<file path="config.mk">
export PLATFORM = sky130hd
export DESIGN_NAME = radix2_divider_flat
export DESIGN_NICKNAME = d
export VERILOG_FILES = /design/src/rtl/radix2_divider_pkg.sv /design/src/rtl/radix2_divider_if.sv /design/src/rtl/radix2_divider_div_step.sv /design/src/rtl/radix2_divider.sv /design/src/flat_wrapper.sv
export SDC_FILE = /design/constraint.sdc
export NUM_CORES = 1
export LEC_CHECK = 0
export BUFFER_PORTS_ARGS = -buffer_cell sky130_fd_sc_hd__buf_2
export CORE_UTILIZATION = 50
export CTS_CLUSTER_SIZE = 30
export DETAILED_ROUTE_END_ITERATION = 7
export PLACE_DENSITY_LB_ADDON = 0.3
export SKIP_CTS_REPAIR_TIMING = 1
export SLEW_MARGIN = 10
export SYNTH_ARGS = -nofsm -noshare
export SYNTH_HDL_FRONTEND = slang
export SYNTH_SLANG_ARGS = --single-unit
</file>
<file path="constraint.sdc">
create_clock -name clk -period 7.5 [get_ports clk]
set_input_delay 1.5 -clock clk [delete_from_list [all_inputs] [get_ports clk]]
set_output_delay 1.5 -clock clk [all_outputs]
set_load 0.02 [all_outputs]
</file>
<file path="src/rtl/radix2_divider_pkg.sv">
// Shared constants and state encoding for the radix-2 restoring divider.
package radix2_divider_pkg;

   localparam int DIV_W     = 32;
   localparam int DIV_CNT_W = 6;

   typedef enum logic [1:0] {
      DIV_IDLE = 2'd0,
      DIV_RUN  = 2'd1,
      DIV_DONE = 2'd2
   } div_state_t;

endpackage

</file>
<file path="src/rtl/radix2_divider_if.sv">
// EXE <-> divider handshake: EXE drives the request, the divider answers.
interface radix2_divider_if #(parameter int WIDTH = 32);

   logic             div_begin;
   logic             div_signed;
   logic             div_accept;
   logic [WIDTH-1:0] div_op1;
   logic [WIDTH-1:0] div_op2;
   logic [WIDTH-1:0] div_result;
   logic [WIDTH-1:0] div_remainder;
   logic             div_end;

   modport master (
      output div_begin, div_signed, div_accept, div_op1, div_op2,
      input  div_result, div_remainder, div_end
   );

   modport slave (
      input  div_begin, div_signed, div_accept, div_op1, div_op2,
      output div_result, div_remainder, div_end
   );

endinterface

</file>
<file path="src/rtl/radix2_divider_div_step.sv">
// One restoring-division iteration: shift {rem, dividend} left, trial
// subtract the divisor, keep the difference when it does not go negative.
module div_step
   import radix2_divider_pkg::*;
#(
   parameter int W = DIV_W
) (
   input  logic [W-1:0] rem_in,
   input  logic [W-1:0] dvd_in,
   input  logic [W-1:0] dvs_in,
   output logic [W-1:0] rem_out,
   output logic [W-1:0] dvd_out,
   output logic         qbit
);

   logic [W:0] shifted;
   logic [W:0] trial;

   // Because rem < divisor on entry, the trial result always fits in W+1
   // bits, so its top bit is a reliable sign.
   always_comb begin
      shifted = {rem_in, dvd_in[W-1]};
      trial   = shifted - {1'b0, dvs_in};
      qbit    = ~trial[W];
      rem_out = qbit ? trial[W-1:0] : shifted[W-1:0];
      dvd_out = {dvd_in[W-2:0], qbit};
   end

endmodule

</file>
<file path="src/rtl/radix2_divider.sv">
// Multi-cycle 32-bit DIV/DIVU responder for the EXE div_begin/div_end
// handshake. Magnitudes are divided unsigned, one quotient bit per clock,
// and signs are restored when the final step is registered.
//
//   state    | meaning
//   ---------+-----------------------------------------------------------
//   DIV_IDLE | waiting for div_begin; outputs hold the last results
//   DIV_RUN  | one restoring step per clock, 32 steps total
//   DIV_DONE | div_end high, results stable until accept or flush
module radix2_divider
   import radix2_divider_pkg::*;
#(
   parameter int WIDTH = DIV_W
) (
   input  logic              clk,
   input  logic              reset,
   radix2_divider_if.slave   bus
);

   localparam logic [DIV_CNT_W-1:0] LAST_CNT = DIV_CNT_W'(WIDTH - 1);

   div_state_t           state_q;
   div_state_t           state_d;
   logic [DIV_CNT_W-1:0] cnt_q;
   logic [WIDTH-1:0]     dvd_q;
   logic [WIDTH-1:0]     dvs_q;
   logic [WIDTH-1:0]     rem_q;
   logic                 q_neg_q;
   logic                 r_neg_q;
   logic [WIDTH-1:0]     result_q;
   logic [WIDTH-1:0]     remainder_q;

   logic                 load_en;
   logic                 step_en;
   logic                 finish_en;
   logic                 div_end_c;

   logic [WIDTH-1:0]     op1_mag;
   logic [WIDTH-1:0]     op2_mag;
   logic                 op1_neg;
   logic                 op2_neg;
   logic                 op2_zero;

   logic [WIDTH-1:0]     step_rem;
   logic [WIDTH-1:0]     step_dvd;
   logic                 step_qbit;

   div_step #(.W(WIDTH)) u_step (
      .rem_in  (rem_q),
      .dvd_in  (dvd_q),
      .dvs_in  (dvs_q),
      .rem_out (step_rem),
      .dvd_out (step_dvd),
      .qbit    (step_qbit)
   );

   // Operand magnitudes; the most negative value maps onto itself, which
   // is still the correct unsigned magnitude.
   always_comb begin
      op1_neg  = bus.div_signed & bus.div_op1[WIDTH-1];
      op2_neg  = bus.div_signed & bus.div_op2[WIDTH-1];
      op2_zero = (bus.div_op2 == '0);
      op1_mag  = op1_neg ? (~bus.div_op1 + 1'b1) : bus.div_op1;
      op2_mag  = op2_neg ? (~bus.div_op2 + 1'b1) : bus.div_op2;
   end

   // State register.
   always_ff @(posedge clk or posedge reset) begin
      if (reset) state_q <= DIV_IDLE;
      else       state_q <= state_d;
   end

   // Next-state logic; a dropped div_begin is a pipeline flush.
   always_comb begin
      state_d = state_q;
      case (state_q)
         DIV_IDLE: if (bus.div_begin) state_d = DIV_RUN;
         DIV_RUN: begin
            if (!bus.div_begin)           state_d = DIV_IDLE;
            else if (cnt_q == LAST_CNT)   state_d = DIV_DONE;
         end
         DIV_DONE: if (bus.div_accept || !bus.div_begin) state_d = DIV_IDLE;
         default:  state_d = DIV_IDLE;
      endcase
   end

   // Output/control decode for the current state.
   always_comb begin
      load_en   = 1'b0;
      step_en   = 1'b0;
      finish_en = 1'b0;
      div_end_c = 1'b0;
      case (state_q)
         DIV_IDLE: load_en = bus.div_begin;
         DIV_RUN: begin
            step_en   = bus.div_begin;
            finish_en = bus.div_begin && (cnt_q == LAST_CNT);
         end
         DIV_DONE: div_end_c = 1'b1;
         default: ;
      endcase
   end

   // Working registers: operand capture at start, one step per RUN clock.
   always_ff @(posedge clk or posedge reset) begin
      if (reset) begin
         cnt_q   <= '0;
         dvd_q   <= '0;
         dvs_q   <= '0;
         rem_q   <= '0;
         q_neg_q <= 1'b0;
         r_neg_q <= 1'b0;
      end else if (load_en) begin
         cnt_q   <= '0;
         dvd_q   <= op1_mag;
         dvs_q   <= op2_mag;
         rem_q   <= '0;
         // Divide by zero keeps the all-ones quotient unsigned; the
         // remainder negation still turns |op1| back into op1.
         q_neg_q <= (op1_neg ^ op2_neg) & ~op2_zero;
         r_neg_q <= op1_neg;
      end else if (step_en) begin
         cnt_q   <= cnt_q + 1'b1;
         dvd_q   <= step_dvd;
         rem_q   <= step_rem;
      end
   end

   // Signed results captured from the final step as DONE is entered.
   always_ff @(posedge clk or posedge reset) begin
      if (reset) begin
         result_q    <= '0;
         remainder_q <= '0;
      end else if (finish_en) begin
         result_q    <= q_neg_q ? (~step_dvd + 1'b1) : step_dvd;
         remainder_q <= r_neg_q ? (~step_rem + 1'b1) : step_rem;
      end
   end

   assign bus.div_end       = div_end_c;
   assign bus.div_result    = result_q;
   assign bus.div_remainder = remainder_q;

endmodule
</file>
<file path="src/flat_wrapper.sv">
// flat-port wrapper written by rule: the top's interface ports become plain ports
module radix2_divider_flat import radix2_divider_pkg::*;
#(
   parameter int WIDTH = DIV_W
)
  (clk, reset, bus_div_begin, bus_div_signed, bus_div_accept, bus_div_op1, bus_div_op2, bus_div_result, bus_div_remainder, bus_div_end);
  radix2_divider_if #(.WIDTH(WIDTH)) bus_i ();
  input  logic clk;
  input  logic reset;
  input wire logic [$bits(bus_i.div_begin)-1:0] bus_div_begin;
  input wire logic [$bits(bus_i.div_signed)-1:0] bus_div_signed;
  input wire logic [$bits(bus_i.div_accept)-1:0] bus_div_accept;
  input wire logic [$bits(bus_i.div_op1)-1:0] bus_div_op1;
  input wire logic [$bits(bus_i.div_op2)-1:0] bus_div_op2;
  output wire logic [$bits(bus_i.div_result)-1:0] bus_div_result;
  output wire logic [$bits(bus_i.div_remainder)-1:0] bus_div_remainder;
  output wire logic [$bits(bus_i.div_end)-1:0] bus_div_end;
  assign bus_i.div_begin = bus_div_begin;
  assign bus_i.div_signed = bus_div_signed;
  assign bus_i.div_accept = bus_div_accept;
  assign bus_i.div_op1 = bus_div_op1;
  assign bus_i.div_op2 = bus_div_op2;
  assign bus_div_result = bus_i.div_result;
  assign bus_div_remainder = bus_i.div_remainder;
  assign bus_div_end = bus_i.div_end;
  radix2_divider #(.WIDTH(WIDTH)) u_core (.clk(clk), .reset(reset), .bus(bus_i));
endmodule
</file>
* Yosys cells after proc, flatten, opt, wreduce, memory -nomap -nowiden *
Cells that the tools add are included.
W data, S select, Z words.

word-level totals
  register bits = 170
  output and inout port bits = 65
  word-level logic and storage cells = 58
  input bits = 69

cells by class
  eq/ne operators = 6
  multiplexer cells = 20
  bitwise operators = 10
  $add $sub $neg = 6
  reduce and logical (&&, ||, !) cells = 7

operator list
  kind                     count
  $mux W32                 9
  $add A32 B1 Y32 const B  4
  $not A32 Y32             4
  $sub A33 B32 Y33         1
  $logic_not A32 Y1        1
  $mux W6                  2
  $mux W2                  4
  $add A6 B1 Y6 const B    1
  $eq A6 B5 Y1 const B     1
  $pmux W2 S3              1
  $mux W1                  4
  $and A1 B1 Y1            3
  $ne A3 B2 Y1 const B     1
  $reduce_and A3 Y1        1
  $eq A2 B1 Y1 const B     1
  $eq A2 B2 Y1 const B     1
  $logic_not A2 Y1         1
  $ne A2 B1 Y1 const B     1
  $ne A2 B2 Y1 const B     1
  $not A1 Y1               2
  $reduce_bool A2 Y1       1
  $logic_and A1 B1 Y1      1
  $logic_not A1 Y1         1
  $logic_or A1 B1 Y1       1
  $xor A1 B1 Y1            1

* Longest topological paths before layout *
Gate-level depths: netlist of run 1.

  word-level depth = 5
  depth in mapped cells = 23

* Hierarchy *
Synthesis of run 1 repeated with hierarchy kept, for this count alone.

unflattened totals
  cells, all modules = 1438
  area total of the unflattened synthesis = 11972.7 sq um

modules (own cells, without submodules)
  module          area an instance (sq um)  instances  cells each
  radix2_divider  9476.6                    1          1095
  div_step        2496.1                    1          343

* Worst setup path before layout of run 1 *
No wires, ideal clock.

  kind = register to register
  from = register u_core.dvd_q[31]
  to = register u_core.result_q[28], in the netlist u_core.bus.div_result[28]
  library setup time = 0.130 ns
  period minus slack after synthesis = 5.217 ns
  data required time = 7.370 ns
  path slack = 2.283 ns
  path buffers = 5
  stages on the path, launching flop included = 24
  data arrival time = 5.087 ns
  cell sequence = dfrtp_1 > inv_1 > ha_1 > fa_1 > nand2b_1 > a21oi_1 > o2111ai_1 > a21o_1 > a211o_1 > buf_6 > inv_2 > buf_6 > buf_6 > buf_2 > buf_2 > ha_1 > nand2_1 > or2_1 > or3_4 > or3_1 > or4_1 > o21ai_1 > xor2_1 > o21ai_1

between the ends
  word-level cells in the longest chain between the ends = 5

RTL lines
  what                    RTL line                       source
  from (decl)             radix2_divider.sv:25           logic [WIDTH-1:0] dvd_q;
  from (signal assigned)  radix2_divider.sv:115          dvd_q <= op1_mag;
  from (signal assigned)  radix2_divider.sv:124          dvd_q <= step_dvd;
  $sub A33 B32 Y33        radix2_divider_div_step.sv:23  trial = shifted - {1'b0, dvs_in};
  $not A1 Y1              radix2_divider_div_step.sv:24  qbit = ~trial[W];
  $not A32 Y32            radix2_divider.sv:135          result_q <= q_neg_q ? (~step_dvd + 1'b1) : step_dvd;
  $add A32 B1 Y32         radix2_divider.sv:135
  $mux W32                radix2_divider.sv:135
  to (signal assigned)    radix2_divider.sv:135
  to (decl)               radix2_divider.sv:30           logic [WIDTH-1:0] result_q;

No other way between the ends.
A chain may end at the register's enable or synchronous reset.

* Final worst setup path of run 1 *
Same ends and word-level chain as after synthesis.

==> metrics.txt, run 1 <==
outcome=finished, final reports clean; largest net degree at the start of global routing=127; post-synthesis mux area share=0.02011; die span in x=157.4 um; Setup CP Type=reg2reg; Post-synth top cells=nand2_1 (244), dfrtp_1 (170), o21ai_0 (165), a21oi_1 (137), nor2_1 (135); largest family of logic cells by synthesized area=compound AO/OA/AOI/OAI gates; area grow syn2layout=11.82%; min-delay worst type=reg2reg; ys async rst share=1.000; YS warnings=0; maximum clock rate=184.0 MHz; Final Instance Area=13500 um2; number of synthesized register bits=170; routed len/inst=17.52 um; post-synthesis simple-gate area fraction=0.2179; clk_lat worst skew=0.45 ns; Clock Path Buffers=2; die footprint=24760 um2; Total GRT Usage=0.2800; routed wire length=33880 um; pwr dens=187.8 nW/um2; Post-synth top flop=dfrtp_1; antenna cell count=0; number of instances in the placed design=1902; Slew HR=0.2188; fin crit share=0.7246; Critical Path AT=5.72 ns; share of layout cells above drive strength 1=0.1325; P_int=1.664 mW; Mapped Nets=1627; Non-Filler Instances=1934; worst path required time=7.79 ns; Clock Power Share=0.367; clock-pin slew on the worst setup and hold paths=0.08 ns; Initial Util=0.5126; Post-synth EDFFs=0; Port-buffer cells=133; Area after DPL=12870 um2; hold_ws=0.4750 ns; vias post-DR=11200; Synth Area in XOR/XNOR=0.09579; share of power burned in registers=0.411; Final GP Congestion=0.9450; Synth Area in Compound Gates=0.2287; DR vias/cell=5.790; Setup crit start kind=flip-flop; count leader, synth=nand2_1; grt total ovfl=0; sequential fraction of the synthesis area=0.3525; Core Area=23540 um2; antenna violations before repair=0; die height=157.4 um; DP HPWL=25260 um; total CTS buffers=17; synthesized area per cell=7.940 um2; Psw=0.8702 mW; H-tree Lvls=4; M3 GR Usage=0.05121; Max Slew Vio Count=0; number of DRC markers in iteration 0=1131; Setup crit end kind=flip-flop; grt peak-use layer=met1; max_cap viols=0; area share of the largest cell type after synthesis=0.3525; largest area contributor in the netlist=dfrtp_1; crit path max fanout=22; final net count=1709; RSZ-0062 raised after global routing=false; CTS tree=built; Final Hold Vio Count=0; Worst Skew=0.01683 ns; clock root buffer master=clkbuf_16; switching part of the total power=0.3433; largest cells by area after synthesis=dfrtp_1 (35%), nand2_1 (7.6%), o21ai_0 (6.8%); GR Util met2=0.3949; Routed Antenna Nets=0; Clock Sinks=170; TNS Setup=0 ns; I/O pins=134; adder-cell share of the synthesized area=0.04002; fin crit period=5.435 ns; Rows=56; leakage dissipation=6.102 nW; global-route wire length before repair=54050 um; Tightest Pin Transition=1.169 ns; vias in the first global route=10010; post-synthesis cell count=1520; Syn Std Cell Area=12070 um2; GR Util met1=0.4308; post-synthesis cell type count=81; Peak VDD IR=131.6 uV; Final Total Pwr=2.534 mW; 1st-pass router iterations=8; DRC viols=0; Logic pwr share=0.222; final setup fails=0
## stage by stage
stage                     utilization  setup WS (ns)
after floorplan                     -          1.397
after CTS                      0.5732          2.085
after global routing           0.5732          1.747
after global placement         0.5468          2.266
after detailed placement       0.5468          2.083
final                          0.5732          2.065
## flip-flops by register name, summed over array words and instances (netlist names)
register	cells
u_core.bus.div_remainder	32
u_core.cnt_q	6
u_core.dvs_q	32
u_core.r_neg_q	1
u_core.bus.div_result	32
u_core.rem_q	32
u_core.state_q	2
u_core.q_neg_q	1
u_core.dvd_q	32
## power by group through the flow
stage                     sequential, mW  clock [mW]  combinational, mW
after CTS                           1.04       0.939              0.556
after detailed placement            1.06           0              0.553
after global placement              1.05           0              0.546
after floorplan                     1.03           0              0.415
after global routing                1.05       0.975              0.625
final                               1.04       0.930              0.563
## kinds of logic (layout without fill, tap and decap cells)
group,Yosys count,after routing
buffers and inverters,131,226
and+or+nand+nor,566,566
AOI/OAI and AO/OA,459,459
DFF,170,170
xor gates and xnor gates,132,132
adders and majority gates,38,38
muxes,24,24
## final timing paths
check	start	slack (ns)	cells past startpoint	to
setup / recovery	u_core.dvd_q[31]$_DFFE_PP0P_	2.07	18	u_core.bus.div_result[28]$_DFFE_PP0P_
hold / removal	u_core.bus.div_result[18]$_DFFE_PP0P_	0.48	2	u_core.bus.div_result[18]$_DFFE_PP0P_
setup reg to reg	u_core.dvd_q[31]$_DFFE_PP0P_	2.07	18	u_core.bus.div_result[28]$_DFFE_PP0P_
hold reg to reg	u_core.bus.div_result[18]$_DFFE_PP0P_	0.48	2	u_core.bus.div_result[18]$_DFFE_PP0P_
max in group asynchronous	reset	4.67	3	u_core.state_q[0]$_DFFE_PP0P_
min in group asynchronous	reset	1.25	2	u_core.bus.div_result[20]$_DFFE_PP0P_
## per-layer routing
layer	up-vias	wire [um]
met5	-	0
met4	0	531
met3	41	2895
met2	439	13890
met1	5191	16560
li1	5527	-
## placed cells by master, fill, tap and decap left out, types with 22 or more instances in the layout
cell	count
nor2_1	134
nand2_1	243
dfrtp_1	169
xnor2_1	70
o31ai_1	22
or3_1	24
o21ai_1	32
buf_2	133
a21oi_1	137
xor2_1	62
o21ai_0	165
mux2i_1	22
nand3_1	29
nor3_1	33
inv_1	50
ha_1	37
## worst max-delay path: stages (launching register included)
cell and delay (ns):
dfrtp_1 0.41, inv_1 0.10, ha_1 0.21, fa_1 0.40
nand2b_1 0.19, a21oi_1 0.32, o2111ai_1 0.30, a21o_1 0.25
a211o_1 0.59, inv_2 0.15, ha_1 0.20, nand2_1 0.10
or2_1 0.30, or3_4 0.43, or3_1 0.42, or4_1 0.50
o21ai_1 0.16, xor2_1 0.18, o21ai_1 0.07
## layout make-up
type                       instances  area [um2]
fill                            2277       10050
multi-input combinational       1219        7289
sequential                       170        4255
timing repair buffer             141       725.7
clock buffer                      17       425.4
tap                              319       399.1
inverter                          53       203.9
clock inverter                    15       196.4
Power figures use the tool's default switching activity.
==> inputs of run 2 (changes only) <==
--- a/config.mk
+++ b/config.mk
@@ -5,6 +5,7 @@
 export SDC_FILE = /design/constraint.sdc
 export NUM_CORES = 1
 export LEC_CHECK = 0
+export ABC_AREA = 1
 export BUFFER_PORTS_ARGS = -buffer_cell sky130_fd_sc_hd__buf_2
 export CORE_UTILIZATION = 50
 export CTS_CLUSTER_SIZE = 30
==> constraint.sdc (replaced) <==
create_clock -name clk -period 5.5 [get_ports clk]
set_input_delay 1.1 -clock clk [delete_from_list [all_inputs] [get_ports clk]]
set_output_delay 1.1 -clock clk [all_outputs]
set_load 0.02 [all_outputs]
==> run 2 against run 1 <==
  * Register-to-register slack got worse by 0.52 ns
  * Count of clock-buffer cells in the layout unchanged
  * Clock power is 33% higher
  * Critical path depth rose by 4
  * Routed wire length is 19% higher
  * Sequential power increased by 67%
  * Non-clock buffer count rose by 2
  * First-iteration DRC count up 5.0%
  * Maximum frequency increased by 37%
  * Combinational power rose to 11 times the previous value
==> metrics.txt, run 2 <==
routed wire length=40180 um (was 33880 um); synthesized area per cell=6.411 um2 (was 7.940 um2); Slew HR=0.3475 (was 0.2188); die height=164.7 um (was 157.4 um); crit path max fanout=13 (was 22); most frequent cells in the layout=nand2_1 (715), inv_1 (302), nor2_1 (179) (was nand2_1 (243), dfrtp_1 (169), o21ai_0 (165)); Post-synth EDFFs=0 (unchanged); Area after DPL=14090 um2 (was 12870 um2); min-delay worst type=reg2reg (unchanged); outcome=finished, final reports clean (unchanged); count leader, synth=nand2_1 (unchanged); area share of the largest cell type after synthesis=0.3215 (was 0.3525); post-synthesis cell count=2064 (was 1520); sequential fraction of the synthesis area=0.3215 (was 0.3525); Port-buffer cells=133 (unchanged); fin crit period=3.953 ns (was 5.435 ns); largest area contributor in the netlist=dfrtp_1 (unchanged); final setup fails=0 (unchanged); reg2reg path depth=22 (was 18); die footprint=27120 um2 (was 24760 um2); WHS Endpoint=u_core.cnt_q[4]$_DFFE_PP0P_ (was u_core.bus.div_result[18]$_DFFE_PP0P_); hold depth=1 (was 2); ys async rst share=1.000 (unchanged); vias post-DR=13540 (was 11200); Final Instance Area=14690 um2 (was 13500 um2); global-route wire length before repair=63600 um (was 54050 um); Peak VDD IR=303.1 uV (was 131.6 uV); H-tree Lvls=4 (unchanged); final net count=2271 (was 1709); CP Depth=22 (was 18); 1st-pass router iterations=6 (was 8); post-synthesis cell type count=47 (was 81); Tightest Pin Transition=0.9787 ns (was 1.169 ns); routed len/inst=15.99 um (was 17.52 um); clock root buffer master=clkbuf_16 (unchanged); Post-synth top flop=dfrtp_1 (unchanged); hold_sp=u_core.cnt_q[4]$_DFFE_PP0P_ (was u_core.bus.div_result[18]$_DFFE_PP0P_); Post-synth top cells=nand2_1 (715), inv_1 (305), nor2_1 (181), nand3_1 (173), dfrtp_1 (170) (was nand2_1 (244), dfrtp_1 (170), o21ai_0 (165), a21oi_1 (137), nor2_1 (135)); YS warnings=0 (unchanged); max_cap viols=0 (unchanged); area grow syn2layout=11.04% (was 11.82%); Setup crit end kind=flip-flop (unchanged); share of layout cells above drive strength 1=0.1102 (was 0.1325); Clock Sinks=170 (unchanged); number of synthesized register bits=170 (unchanged); largest net degree at the start of global routing=141 (was 127); Top delay family on crit path=simple AND/OR/NAND/NOR gates (unchanged); Clock Path Buffers=2 (unchanged); CP peak stage delay=0.44 ns (was 0.59 ns); TNS Setup=0 ns (unchanged); antenna cell count=0 (unchanged); pwr dens=605.6 nW/um2 (was 187.8 nW/um2); Routed Antenna Nets=0 (unchanged); Mapped Nets=2171 (was 1627); total CTS buffers=17 (unchanged); fillers=2561 (was 2277); clock-pin slew on the worst setup and hold paths=0.08 ns (about the same); RSZ-0062 raised after global routing=false (unchanged); Rows=59 (was 56); maximum clock rate=253.0 MHz (was 184.0 MHz); Worst Path Buf+Inv=1 (was 2); die span in x=164.7 um (was 157.4 um); Final Hold Vio Count=0 (unchanged); worst path required time=5.86 ns (was 7.79 ns); Initial Util=0.5092 (was 0.5126); I/O pins=134 (unchanged); commonest non-fill, non-tap cell in the layout=nand2_1 (unchanged); RR Startpoint=u_core.rem_q[26]$_DFFE_PP0P_ (was u_core.dvd_q[31]$_DFFE_PP0P_); Worst Setup SP=u_core.rem_q[26]$_DFFE_PP0P_ (was u_core.dvd_q[31]$_DFFE_PP0P_); R2R Setup Slk=1.55 ns (was 2.07 ns); Total GRT Usage=0.3050 (was 0.2800); vias in the first global route=11950 (was 10010); number of DRC markers in iteration 0=1187 (was 1131); grt total ovfl=0 (unchanged); antenna violations before repair=0 (unchanged); critical path's slowest cell=dfrtp_1 (was a211o_1); Core Area=25980 um2 (was 23540 um2); crit-path cells=ha_1 -> a21oi_1 -> nand2_1 -> nand2_1 -> nand2_1 -> a21oi_4 -> nand3_2 -> nand2_4 -> ha_1 -> inv_1 -> nor2_1 -> nand3_1 -> nor2_1 -> nand2_1 -> nor2_1 -> nand4_1 -> nand2_1 -> nand2_1 -> nor2_1 -> o21ai_0 -> xor2_1 -> o21ai_0 (was inv_1 -> ha_1 -> fa_1 -> nand2b_1 -> a21oi_1 -> o2111ai_1 -> a21o_1 -> a211o_1 -> inv_2 -> ha_1 -> nand2_1 -> or2_1 -> or3_4 -> or3_1 -> or4_1 -> o21ai_1 -> xor2_1 -> o21ai_1); reg-to-reg endpoint=u_core.bus.div_result[28]$_DFFE_PP0P_ (unchanged); Max Slew Vio Count=0 (unchanged); Most Frequent Cell on Critical Path=nand2_1; Final GP Congestion=0.9895 (was 0.9450); DRC viols=0 (unchanged); clk_lat worst skew=0.44 ns (was 0.45 ns); CTS tree=built (unchanged); DP HPWL=31580 um (was 25260 um); Worst Skew=0.01196 ns (was 0.01683 ns); Setup crit start kind=flip-flop (unchanged); leakage dissipation=8.147 nW (was 6.102 nW); DR vias/cell=5.389 (was 5.790); Syn Std Cell Area=13230 um2 (was 12070 um2); largest cells by area after synthesis=dfrtp_1 (32%), nand2_1 (20%), inv_1 (8.7%) (was dfrtp_1 (35%), nand2_1 (7.6%), o21ai_0 (6.8%)); Critical Path AT=4.31 ns (was 5.72 ns); Setup CP Type=reg2reg (unchanged); fin crit share=0.7187 (was 0.7246)
[run 2: cell count changes in the layout (fill, tap and decap cells not counted), moves of 27 or more]
cell,delta
inv_1,+252
nand2_1,+472
nor2_1,+45
o21ai_0,-61
nand3_1,+144
o221ai_1,+29
o21ai_1,-27
a21oi_1,-91
xnor2_1,-58
[run 2: routing by layer]
| metal | track usage | part of all wire | up-vias |
|---|---|---|---|
| met4 | 0.08674 | 0.021 | 0 |
| met3 | 0.05023 | 0.087 | 57 |
| met5 | 0 | 0 | - |
| li1 | - | - | 6733 |
| met2 | 0.4213 | 0.40 | 560 |
| met1 | 0.4784 | 0.49 | 6186 |
[run 2: where the power goes]
part	switching [mW]	leakage, nW	internal [mW]	total, mW
combinational	4.14	5.61	1.78	5.92
clock	0.626	0.285	0.615	1.24
sequential	0.271	2.25	1.47	1.74
total	5.04	8.15	3.86	8.90
[run 2: layout make-up]
cell class	instances	area [um2]	share of cell area
Multi-Input combinational cell	1521	7496	0.5102
Sequential cell	170	4254	0.2895
Inverter	311	1171	0.07971
Timing Repair Buffer	143	753.2	0.05126
Clock buffer	17	425.4	0.02895
Tap cell	335	419.2	0.02853
Clock inverter	15	173.9	0.01184
[run 2: worst max path at each step]
| stage | to | slack (ns) |
|---|---|---|
| after floorplan | u_core.bus.div_result[28]$_DFFE_PP0P_ | 1.93 |
| after global placement | u_core.bus.div_result[28]$_DFFE_PP0P_ | 1.66 |
| after detailed placement | u_core.bus.div_result[28]$_DFFE_PP0P_ | 1.61 |
| after CTS | u_core.bus.div_result[28]$_DFFE_PP0P_ | 1.57 |
| after global routing | u_core.bus.div_result[28]$_DFFE_PP0P_ | 1.15 |
| final | u_core.bus.div_result[28]$_DFFE_PP0P_ | 1.55 |
[run 2: through the flow]
step                hold WS (ns)  instances  setup WS [ns]  utilization  total power, mW
floorplan                 0.4335       2064          1.928            -            6.111
global placement          0.4549       2480          1.656       0.5424            7.430
detailed placement        0.4599       2480          1.609       0.5424            7.503
CTS                       0.4759       2512          1.572       0.5654            8.759
global route              0.5051       2512          1.146       0.5654            9.697
finish                    0.4766       2512          1.547       0.5654            8.897
[run 2: cells by family (layout without fill, tap and decap cells)]
family	after synthesis	count (layout)	synth area share
adder cells (fa/ha/maj)	38	38	0.03650
AND/OR/NAND/NOR	1181	1181	0.3809
flip-flops	170	170	0.3215
buffers and inverters	373	486	0.1123
AO/OA/AOI/OAI	238	238	0.1064
XOR/XNOR	64	64	0.04236
[run 2: worst register-to-register path: stages (launching register included)]
cell and delay, ns:
dfrtp_1 0.44, ha_1 0.39, a21oi_1 0.26, nand2_1 0.13
nand2_1 0.07, nand2_1 0.08, a21oi_4 0.24, nand3_2 0.31
nand2_4 0.19, ha_1 0.19, inv_1 0.07, nor2_1 0.14
nand3_1 0.12, nor2_1 0.10, nand2_1 0.07, nor2_1 0.17
nand4_1 0.13, nand2_1 0.10, nand2_1 0.11, nor2_1 0.16
o21ai_0 0.13, xor2_1 0.15, o21ai_0 0.14
==> inputs of run 3 (changes only) <==
==> constraint.sdc (replaced) <==
create_clock -name clk -period 3.97 [get_ports clk]
set_input_delay 0.794 -clock clk [delete_from_list [all_inputs] [get_ports clk]]
set_output_delay 0.794 -clock clk [all_outputs]
set_load 0.02 [all_outputs]
==> run 3 against run 2 <==
  * Cell count up 0.60%
  * Non-clock buffer count up 15
  * Global-route usage down 0.25 points
  * Combinational power up 39%
  * Via count down 0.54%
  * Die area unchanged
  * Register-to-register slack worse by 1.3 ns
  * Core utilization up 0.55 points
  * Clock skew up 0.00081 ns
  * Sequential share of layout area down 0.28 points
  * Flip-flop and latch count unchanged
  * Clock power up 39%
  * Critical path type unchanged
  * Highest routed layer unchanged
==> metrics.txt, run 3 (synthesized netlist as in run 2, its figures left out) <==
Setup CP Type=reg2reg (unchanged); grt total ovfl=0 (unchanged); vias in the first global route=12100 (was 11950); Peak VDD IR=451.0 uV (was 303.1 uV); Max Slew Vio Count=0 (unchanged); clock-pin slew on the worst setup and hold paths=0.08 ns (about the same); routed wire length=40050 um (was 40180 um); commonest non-fill, non-tap cell in the layout=nand2_1 (unchanged); Initial Util=0.5092 (unchanged); outcome=finished, final reports clean (unchanged); fin crit share=0.9284 (was 0.7187); reg-to-reg endpoint=u_core.bus.div_result[28]$_DFFE_PP0P_ (unchanged); P_int=5.420 mW (was 3.858 mW); Setup crit end kind=flip-flop (unchanged); routed len/inst=15.85 um (was 15.99 um); clk_lat worst skew=0.44 ns (about the same); Logic pwr share=0.668 (was 0.665); Slew HR=0.4441 (was 0.3475); Area after DPL=14200 um2 (was 14090 um2); Tightest Pin Transition=0.8329 ns (was 0.9787 ns); H-tree Lvls=4 (unchanged); Final Total Pwr=12.33 mW (was 8.897 mW); Non-Filler Instances=2527 (was 2512); fillers=2556 (was 2561); clock root buffer master=clkbuf_16 (unchanged); DR vias/cell=5.328 (was 5.389); final setup fails=0 (unchanged); DRC viols=0 (unchanged); number of instances in the placed design=2494 (was 2480); maximum clock rate=271.3 MHz (was 253.0 MHz); Final WS setup=0.2843 ns (was 1.547 ns); TNS Setup=0 ns (unchanged); pwr dens=831.3 nW/um2 (was 605.6 nW/um2); CTS tree=built (unchanged); share of layout cells above drive strength 1=0.1191 (was 0.1102); Final Hold Vio Count=0 (unchanged); Critical Path AT=3.99 ns (was 4.31 ns); DP HPWL=31470 um (was 31580 um); most frequent cells in the layout=nand2_1 (714), inv_1 (303), nor2_1 (176) (was nand2_1 (715), inv_1 (302), nor2_1 (179)); Psw=6.912 mW (was 5.040 mW); Clock Power Share=0.139 (was 0.140); R2R Setup Slk=0.28 ns (was 1.55 ns); global-route wire length before repair=63710 um (was 63600 um); final net count=2286 (was 2271); Final GP Congestion=0.9374 (was 0.9895); Clock Path Buffers=2 (unchanged); worst slack at placement=0.1356 ns (was 1.609 ns); Setup crit start kind=flip-flop (unchanged); largest net degree at the start of global routing=110 (was 141); total CTS buffers=17 (unchanged); Clock Sinks=170 (unchanged); vias post-DR=13460 (was 13540); I/O pins=134 (unchanged); die height=164.7 um (unchanged); crit path max fanout=13 (unchanged); die footprint=27120 um2 (unchanged); Port-buffer cells=133 (unchanged); reg2reg path depth=27 (was 22); share of power burned in registers=0.193 (was 0.195); fin crit period=3.686 ns (was 3.953 ns); die span in x=164.7 um (unchanged); antenna cell count=0 (unchanged); switching part of the total power=0.5605 (was 0.5664); Total GRT Usage=0.3025 (was 0.3050); min-delay worst type=in2async (was reg2reg); leakage dissipation=8.215 nW (was 8.147 nW); RR Startpoint=u_core.dvs_q[0]$_DFFE_PP0P_ (was u_core.rem_q[26]$_DFFE_PP0P_); max_cap viols=0 (unchanged); Final Instance Area=14840 um2 (was 14690 um2); area grow syn2layout=12.12% (was 11.04%); Core Area=25980 um2 (unchanged); antenna violations before repair=0 (unchanged); 1st-pass router iterations=5 (was 6); Rows=59 (unchanged); number of DRC markers in iteration 0=1524 (was 1187); Routed Antenna Nets=0 (unchanged); worst path required time=4.27 ns (was 5.86 ns); Worst Skew=0.01277 ns (was 0.01196 ns)
[run 3: worst max-delay path by stage]
stage	startpoint	end	slack (ns)	cells after the start
6_report	u_core.dvs_q[0]$_DFFE_PP0P_	u_core.bus.div_result[28]$_DFFE_PP0P_	0.28	27
2_1_floorplan	u_core.dvs_q[0]$_DFFE_PP0P_	u_core.bus.div_result[28]$_DFFE_PP0P_	0.40	28
5_1_grt	u_core.dvs_q[0]$_DFFE_PP0P_	u_core.bus.div_result[28]$_DFFE_PP0P_	-0.02	27
3_5_place_dp	u_core.dvs_q[0]$_DFFE_PP0P_	u_core.bus.div_result[28]$_DFFE_PP0P_	0.14	27
4_1_cts	u_core.dvs_q[0]$_DFFE_PP0P_	u_core.bus.div_result[28]$_DFFE_PP0P_	0.13	27
3_3_place_gp	u_core.dvs_q[0]$_DFFE_PP0P_	u_core.bus.div_result[28]$_DFFE_PP0P_	0.24	27
[run 3: routing by layer]
metal,track usage,share of wire,vias up
met2,0.4278,0.41,503
met5,0,0,-
met1,0.4697,0.49,6144
li1,-,-,6784
met3,0.06278,0.086,32
met4,0.05546,0.014,0
[run 3: worst max-delay path: stages, from the launching register on]
cell and delay [ns]:
dfrtp_1 0.39, ha_1 0.23, fa_2 0.36, inv_1 0.10, nand2_1 0.06, nand2_1 0.09
nand3_2 0.09, nand2_4 0.10, nand2_2 0.07, nand2_4 0.07, nand2_4 0.08, nand2_4 0.11
nand2_8 0.09, nand2_4 0.10, ha_1 0.17, inv_1 0.08, nor2_2 0.12, nand3_2 0.09
nor2_1 0.10, nand2_1 0.09, nor2_2 0.15, nand4_1 0.12, nand2_1 0.12, nand2_2 0.09
nor2_2 0.16, o21ai_1 0.09, xor2_1 0.15, o21ai_1 0.07
[run 3: stage by stage]
step	util	hold WS, ns
6_report	0.5709	0.4645
2_1_floorplan	-	0.4335
3_5_place_dp	0.5464	0.4610
5_1_grt	0.5709	0.4921
4_1_cts	0.5693	0.4780
3_3_place_gp	0.5464	0.4513
[run 3: layout make-up]
class,instances,area [um2],share of cell area
Multi-Input combinational cell,1521,7527,0.5074
Sequential cell,170,4254,0.2868
Inverter,311,1171,0.07894
Timing Repair Buffer,158,869.6,0.05862
Clock buffer,17,425.4,0.02868
Tap cell,335,419.2,0.02825
Clock inverter,15,168.9,0.01139
[run 3: power groups by stage]
| stage | clock network, mW | logic, mW | registers [mW] |
|---|---|---|---|
| floorplan | 0 | 6.22 | 2.25 |
| global placement | 0 | 7.92 | 2.37 |
| detailed placement | 0 | 7.98 | 2.39 |
| CTS | 1.73 | 8.04 | 2.36 |
| global route | 1.80 | 9.25 | 2.41 |
| finish | 1.72 | 8.24 | 2.38 |
